File: src/rtl/wash_program_timer.sv
// wash_program_timer: sequencing datapath for the washer state controller.
// Generates the begin/finish countdowns, the active wash phase code, the
// program-done flag and the total remaining seconds for display.
// Optional build macro: WPT_TICK_DIV_EN - derive the seconds tick internally
// from cp (TICK_DIV cycles per tick) and ignore the tick port.
module wash_program_timer #(
    parameter int unsigned INIT_SEC   = 3,
    parameter int unsigned FINISH_SEC = 5,
    parameter int unsigned WASH_SEC   = 20,
    parameter int unsigned SPIN1_SEC  = 8,
    parameter int unsigned RINSE_SEC  = 12,
    parameter int unsigned SPIN2_SEC  = 10,
    parameter int unsigned TICK_DIV   = 50
) (
    input  logic       cp,
    input  logic       rst,
    input  logic       tick,
    input  logic [2:0] state,
    input  logic [1:0] modeSel,
    output logic [2:0] initTime,
    output logic [2:0] shinning,
    output logic       hadFinish,
    output logic [2:0] finishTime,
    output logic [7:0] remainSec
);

    typedef enum logic [2:0] {
        ST_SHUTDOWN = 3'd0,
        ST_BEGIN    = 3'd1,
        ST_SET      = 3'd2,
        ST_RUN      = 3'd3,
        ST_ERROR    = 3'd4,
        ST_PAUSE    = 3'd5,
        ST_FINISH   = 3'd6,
        ST_ILLEGAL  = 3'd7
    } ctrl_state_t;

    ctrl_state_t ctrl_st;
    assign ctrl_st = ctrl_state_t'(state);

    // Enabled phases per mode, bit order {7,5,3,1}
    function automatic logic [3:0] phase_mask(input logic [1:0] m);
        logic [3:0] mask;
        case (m)
            2'd0:    mask = 4'b1111;
            2'd1:    mask = 4'b1001;
            2'd2:    mask = 4'b1100;
            default: mask = 4'b1000;
        endcase
        return mask;
    endfunction

    function automatic logic [5:0] phase_len(input logic [2:0] code);
        logic [5:0] len;
        case (code)
            3'd1:    len = 6'(WASH_SEC);
            3'd3:    len = 6'(SPIN1_SEC);
            3'd5:    len = 6'(RINSE_SEC);
            3'd7:    len = 6'(SPIN2_SEC);
            default: len = '0;
        endcase
        return len;
    endfunction

    function automatic logic [2:0] first_phase(input logic [1:0] m);
        logic [3:0] mask;
        logic [2:0] code;
        mask = phase_mask(m);
        if (mask[0])      code = 3'd1;
        else if (mask[1]) code = 3'd3;
        else if (mask[2]) code = 3'd5;
        else if (mask[3]) code = 3'd7;
        else              code = 3'd0;
        return code;
    endfunction

    // Next enabled phase strictly after cur; 0 when cur is the last one
    function automatic logic [2:0] next_phase(input logic [1:0] m, input logic [2:0] cur);
        logic [3:0] mask;
        logic [2:0] code;
        mask = phase_mask(m);
        if (cur < 3'd3 && mask[1])      code = 3'd3;
        else if (cur < 3'd5 && mask[2]) code = 3'd5;
        else if (cur < 3'd7 && mask[3]) code = 3'd7;
        else                            code = 3'd0;
        return code;
    endfunction

    function automatic logic [7:0] program_sum(input logic [1:0] m);
        logic [3:0] mask;
        logic [7:0] sum;
        mask = phase_mask(m);
        sum  = '0;
        if (mask[0]) sum = sum + 8'(WASH_SEC);
        if (mask[1]) sum = sum + 8'(SPIN1_SEC);
        if (mask[2]) sum = sum + 8'(RINSE_SEC);
        if (mask[3]) sum = sum + 8'(SPIN2_SEC);
        return sum;
    endfunction

    logic tick_w;

`ifdef WPT_TICK_DIV_EN
    localparam int unsigned DIV_W = (TICK_DIV > 1) ? $clog2(TICK_DIV) : 1;

    logic [DIV_W-1:0] div_q, div_d;
    logic             unused_tick;

    assign unused_tick = tick;

    // Internal seconds strobe on the last count of each divider period
    always_comb begin
        tick_w = (div_q == DIV_W'(TICK_DIV - 1));
        div_d  = tick_w ? '0 : div_q + 1'b1;
    end

    // Divider counter register
    always_ff @(posedge cp) begin
        if (rst) div_q <= '0;
        else     div_q <= div_d;
    end
`else
    logic unused_div;

    assign unused_div = (TICK_DIV == 0);
    assign tick_w     = tick;
`endif

    logic [2:0] init_q, init_d;
    logic [2:0] shin_q, shin_d;
    logic       hf_q, hf_d;
    logic [2:0] fin_q, fin_d;
    logic [7:0] rem_q, rem_d;
    logic [5:0] cnt_q, cnt_d;
    logic [1:0] mode_q, mode_d;

    // Next-state: actions keyed on the controller state sampled this cycle
    always_comb begin
        init_d = init_q;
        shin_d = shin_q;
        hf_d   = hf_q;
        fin_d  = fin_q;
        rem_d  = rem_q;
        cnt_d  = cnt_q;
        mode_d = mode_q;
        case (ctrl_st)
            ST_SHUTDOWN: begin
                init_d = 3'(INIT_SEC);
                fin_d  = 3'(FINISH_SEC);
                shin_d = '0;
                hf_d   = 1'b0;
                rem_d  = '0;
                cnt_d  = '0;
                mode_d = '0;
            end
            ST_BEGIN: begin
                if (tick_w && init_q != 3'd0) init_d = init_q - 3'd1;
                fin_d  = 3'(FINISH_SEC);
                shin_d = '0;
                hf_d   = 1'b0;
                rem_d  = '0;
                cnt_d  = '0;
                mode_d = '0;
            end
            ST_SET: begin
                mode_d = modeSel;
                hf_d   = 1'b0;
                fin_d  = 3'(FINISH_SEC);
                init_d = '0;
                shin_d = first_phase(modeSel);
                cnt_d  = phase_len(first_phase(modeSel));
                rem_d  = program_sum(modeSel);
            end
            ST_RUN: begin
                if (tick_w && !hf_q) begin
                    if (rem_q != 8'd0) rem_d = rem_q - 8'd1;
                    if (cnt_q > 6'd1) begin
                        cnt_d = cnt_q - 6'd1;
                    end else if (cnt_q == 6'd1) begin
                        if (next_phase(mode_q, shin_q) != 3'd0) begin
                            shin_d = next_phase(mode_q, shin_q);
                            cnt_d  = phase_len(next_phase(mode_q, shin_q));
                        end else begin
                            shin_d = '0;
                            cnt_d  = '0;
                            rem_d  = '0;
                            hf_d   = 1'b1;
                        end
                    end
                end
            end
            ST_FINISH: begin
                hf_d = 1'b1;
                if (tick_w && fin_q != 3'd0) fin_d = fin_q - 3'd1;
            end
            default: ;  // error, pause, illegal: hold everything
        endcase
    end

    // State registers; reset takes priority over tick and state
    always_ff @(posedge cp) begin
        if (rst) begin
            init_q <= 3'(INIT_SEC);
            fin_q  <= 3'(FINISH_SEC);
            shin_q <= '0;
            hf_q   <= 1'b0;
            rem_q  <= '0;
            cnt_q  <= '0;
            mode_q <= '0;
        end else begin
            init_q <= init_d;
            fin_q  <= fin_d;
            shin_q <= shin_d;
            hf_q   <= hf_d;
            rem_q  <= rem_d;
            cnt_q  <= cnt_d;
            mode_q <= mode_d;
        end
    end

    assign initTime   = init_q;
    assign shinning   = shin_q;
    assign hadFinish  = hf_q;
    assign finishTime = fin_q;
    assign remainSec  = rem_q;

endmodule

File: config.mk
export PLATFORM = sky130hd
export DESIGN_NAME = wash_program_timer
export DESIGN_NICKNAME = d
export VERILOG_FILES = /design/src/rtl/wash_program_timer.sv
export SDC_FILE = /design/constraint.sdc
export NUM_CORES = 1
export LEC_CHECK = 0
export CAP_MARGIN = 20
export CORE_ASPECT_RATIO = 1.1
export CORE_MARGIN = 2
export CORE_UTILIZATION = 30
export DETAILED_ROUTE_END_ITERATION = 6
export PLACE_DENSITY = 0.54
export SETUP_SLACK_MARGIN = 0.5
export SYNTH_ARGS = -nofsm -noshare
export SYNTH_HDL_FRONTEND = slang
export SYNTH_SLANG_ARGS = --single-unit
File: constraint.sdc
create_clock -name cp -period 2.2 [get_ports cp]
set_input_delay 0.55 -clock cp [delete_from_list [all_inputs] [get_ports cp]]
set_output_delay 0.55 -clock cp [all_outputs]
set_load 0.005 [all_outputs]
==> results.json <==
{
  "fin_hold_ws_ns": 0.481,
  "comb_power_share": 0.313,
  "critPathMaxStageDelay_ns": 0.54,
  "dr_wl_met2_mm": 3.21,
  "cpMaxStageDelayCell": "or4_4",
  "place_area_sq_mm": 0.00256,
  "cts_root_buffer": "clkbuf_8",
  "status": "completed",
  "dp_hpwl_mm": 4.22,
  "synthToLayoutAreaGrowth_pct": 50.1,
  "tightest_slew_ns": 0.356,
  "portBuffers": 25,
  "grt.overflow.total": 0,
  "setup_slack_ns": 0.469,
  "ios": 26,
  "start_util": 0.312,
  "ant_nets": 0,
  "timing.critical_path.required_ns": 2.39,
  "dp_slack_ns": -0.156,
  "route.detailed.drc": 0,
  "detail_route.first_pass.iterations": 4,
  "seqPwrFrac": 0.417,
  "wl_met3_um": 243,
  "synth-seq-cells": 26,
  "coreArea_sq_mm": 0.00623,
  "setup_violations": 0,
  "fmax_mhz": 578,
  "cap_violations": 0,
  "period_minus_slack_ns": 1.73,
  "vias_per_cell": 5.59,
  "p_int_mw": 0.825,
  "power_density_mw_per_mm2": 412,
  "synth_ff_type": "dfxtp_1",
  "p_leak_nw": 1.40,
  "p_sw_mw": 0.379,
  "vias": 2204,
  "gp_congestion": 0.883,
  "end_kind": "flip-flop",
  "crit_chain": "buf_1 > nor3_1 > nand3_1 > or4_4 > o311ai_2",
  "antennaDiodeCount": 0,
  "clock_latency_ns": 0.28,
  "setup_tns_ns": 0,
  "grt_max_degree": 21,
  "pwr-share-clk": 0.269,
  "path_clk_slew_ns": 0.10,
  "h-tree-depth": 1,
  "final_nets": 337,
  "hold_viol": 0,
  "final_cell_mix": "58 x buf_4, 22 x a21oi_1, 14 x inv_1, 14 x nor2_1, 12 x nand2_1",
  "clock_sinks": 26,
  "synth_edf_count": 0,
  "power_mw": 1.20,
  "grt_usage": 0.182,
  "slew_headroom": 0.757,
  "cts_made_buffers": 3,
  "clk_path_buf_depth": 2,
  "num_rows": 30,
  "synth.yosys.seq_area_share": 0.267,
  "syn_inst": 238,
  "chipHeight_um": 88.5,
  "wire_per_inst_um": 15.9,
  "critPathKind": "flip-flop to flip-flop",
  "ys_types": 59,
  "drive_above_1_share": 0.373,
  "cts_tree": "built",
  "fin_crit_sh": 0.787,
  "fin_area_sq_mm": 0.00292,
  "antenna_found_initial": 0,
  "yosys_warnings": 0,
  "fillCellCount": 669,
  "wl_met1_mm": 2.66,
  "drv_slew": 0,
  "dieArea_sq_mm": 0.00715,
  "worstPathArrival_ns": 1.92,
  "async_flop_share": 0,
  "wl_mm": 6.25,
  "rsz0062_at_grt": "true",
  "sw_frac_of_total": 0.315,
  "dieWidth_um": 80.8,
  "hold_path_class": "flip-flop to flip-flop",
  "syn-cell-area_sq_mm": 0.00195,
  "highest_layer": "met4",
  "ir_worst_vdd_mv": 0.231,
  "crit_fanout": 6,
  "worstSetupStartpointType": "flip-flop",
  "clock_skew_ns": 0.00788,
  "grt_pass1_wl_mm": 10.3,
  "first_global_vias": 2167,
  "avgSynthCellArea_sq_um": 8.18,
  "layout_commonest_cell": "buf_4",
  "syn_nets": 260,
  "drtIter0Drc": 202
}
synthesized netlist by cell type, types with 2 or more instances:
cell type	n	area (sq um)
a211oi_1	7	52.6
a21boi_0	2	15.0
a21o_1	5	37.5
a21oi_1	22	110
a22oi_1	6	45.0
a311oi_1	3	26.3
a31oi_1	5	31.3
and3_1	2	12.5
buf_2	5	25.0
clkbuf_1	6	22.5
dfxtp_1	26	521
ha_1	14	175
inv_1	16	60.1
nand2_1	12	45.0
nand2b_1	4	25.0
nand3_1	7	35.0
nand3b_1	3	22.5
nand4_1	2	12.5
nor2_1	14	52.6
nor2b_1	4	25.0
nor3_1	10	50.1
nor3b_1	2	15.0
nor4_1	4	25.0
o211ai_1	4	30.0
o21a_1	2	15.0
o21ai_0	8	40.0
o221ai_1	2	17.5
o22ai_1	4	25.0
o311a_1	2	20.0
o41ai_2	2	32.5
or3_1	4	25.0
or4b_4	2	27.5
power groups by stage:
stage	clock (mW)	sequential, mW	combinational, mW
after global routing	0.349	0.506	0.412
final	0.324	0.502	0.377
after floorplan	0	0.520	0.193
after global placement	0	0.528	0.328
after CTS	0.337	0.503	0.368
after detailed placement	0	0.528	0.326
per-layer routing:
metal  track usage  vias to the layer above
met3        0.0204                       15
met5             0                        -
met1         0.232                     1056
met4        0.0663                        0
li1              -                     1065
met2         0.317                       68
final cells by class:
class,instances,area (sq um),share of cell area
flip-flops and latches,26,574,0.196
multi-input cells,183,1430,0.488
well taps,80,100,0.0342
repair buffers,85,706,0.241
clock buffers,4,55.1,0.0188
inverters,16,60.1,0.0205
worst paths after layout:
kind                         startpoint                         end  slack, ns  cells after the start
max           remainSec[2]$_SDFFE_PP0P_   remainSec[7]$_SDFFE_PP0P_       0.47                      5
max reg2reg   remainSec[2]$_SDFFE_PP0P_   remainSec[7]$_SDFFE_PP0P_       0.47                      5
min          finishTime[1]$_SDFFE_PP0P_  finishTime[1]$_SDFFE_PP0P_       0.48                      2
min reg2reg  finishTime[1]$_SDFFE_PP0P_  finishTime[1]$_SDFFE_PP0P_       0.48                      2
logic make-up (layout without fill, tap and decap cells):
group                    count (synthesis)  after routing  synth area share
flip-flops                              26             26             0.267
AND/OR/NAND/NOR                         80             80             0.256
adder cells (fa/ha/maj)                 14             14            0.0900
buffers and inverters                   29            105            0.0598
AO/OA/AOI/OAI                           87             87             0.317
XOR/XNOR                                 2              2           0.00900
sequential cells by signal, indices dropped and copies added (netlist names):
name        cells
cnt_q           6
finishTime      3
hadFinish       1
initTime        3
mode_q          2
remainSec       8
shinning        3
through the flow:
| step | util | std cells |
|---|---|---|
| 6_report | 0.469 | 394 |
| 5_1_grt | 0.469 | 394 |
| 4_1_cts | 0.459 | 393 |
| 3_5_place_dp | 0.411 | 367 |
| 3_3_place_gp | 0.411 | 367 |
| 2_1_floorplan | - | 238 |
critical path: cells and delay by family, from the launching register on:
family / cells / cell delay (ns)
compound gates: 1 / 0.26
buf+inv: 1 / 0.13
flops: 1 / 0.37
simple gates: 3 / 0.88
timing repair:
item | in CTS | in global routing
buffers inserted | 22 | 1
pin swaps | 9 | 4
setup endpoints to repair | 41 | 30
hold buffers | 0 | 0
cloned | 0 | 0
gates resized for setup | 60 | 28
Note: power is estimated with default switching activity, not from simulation.
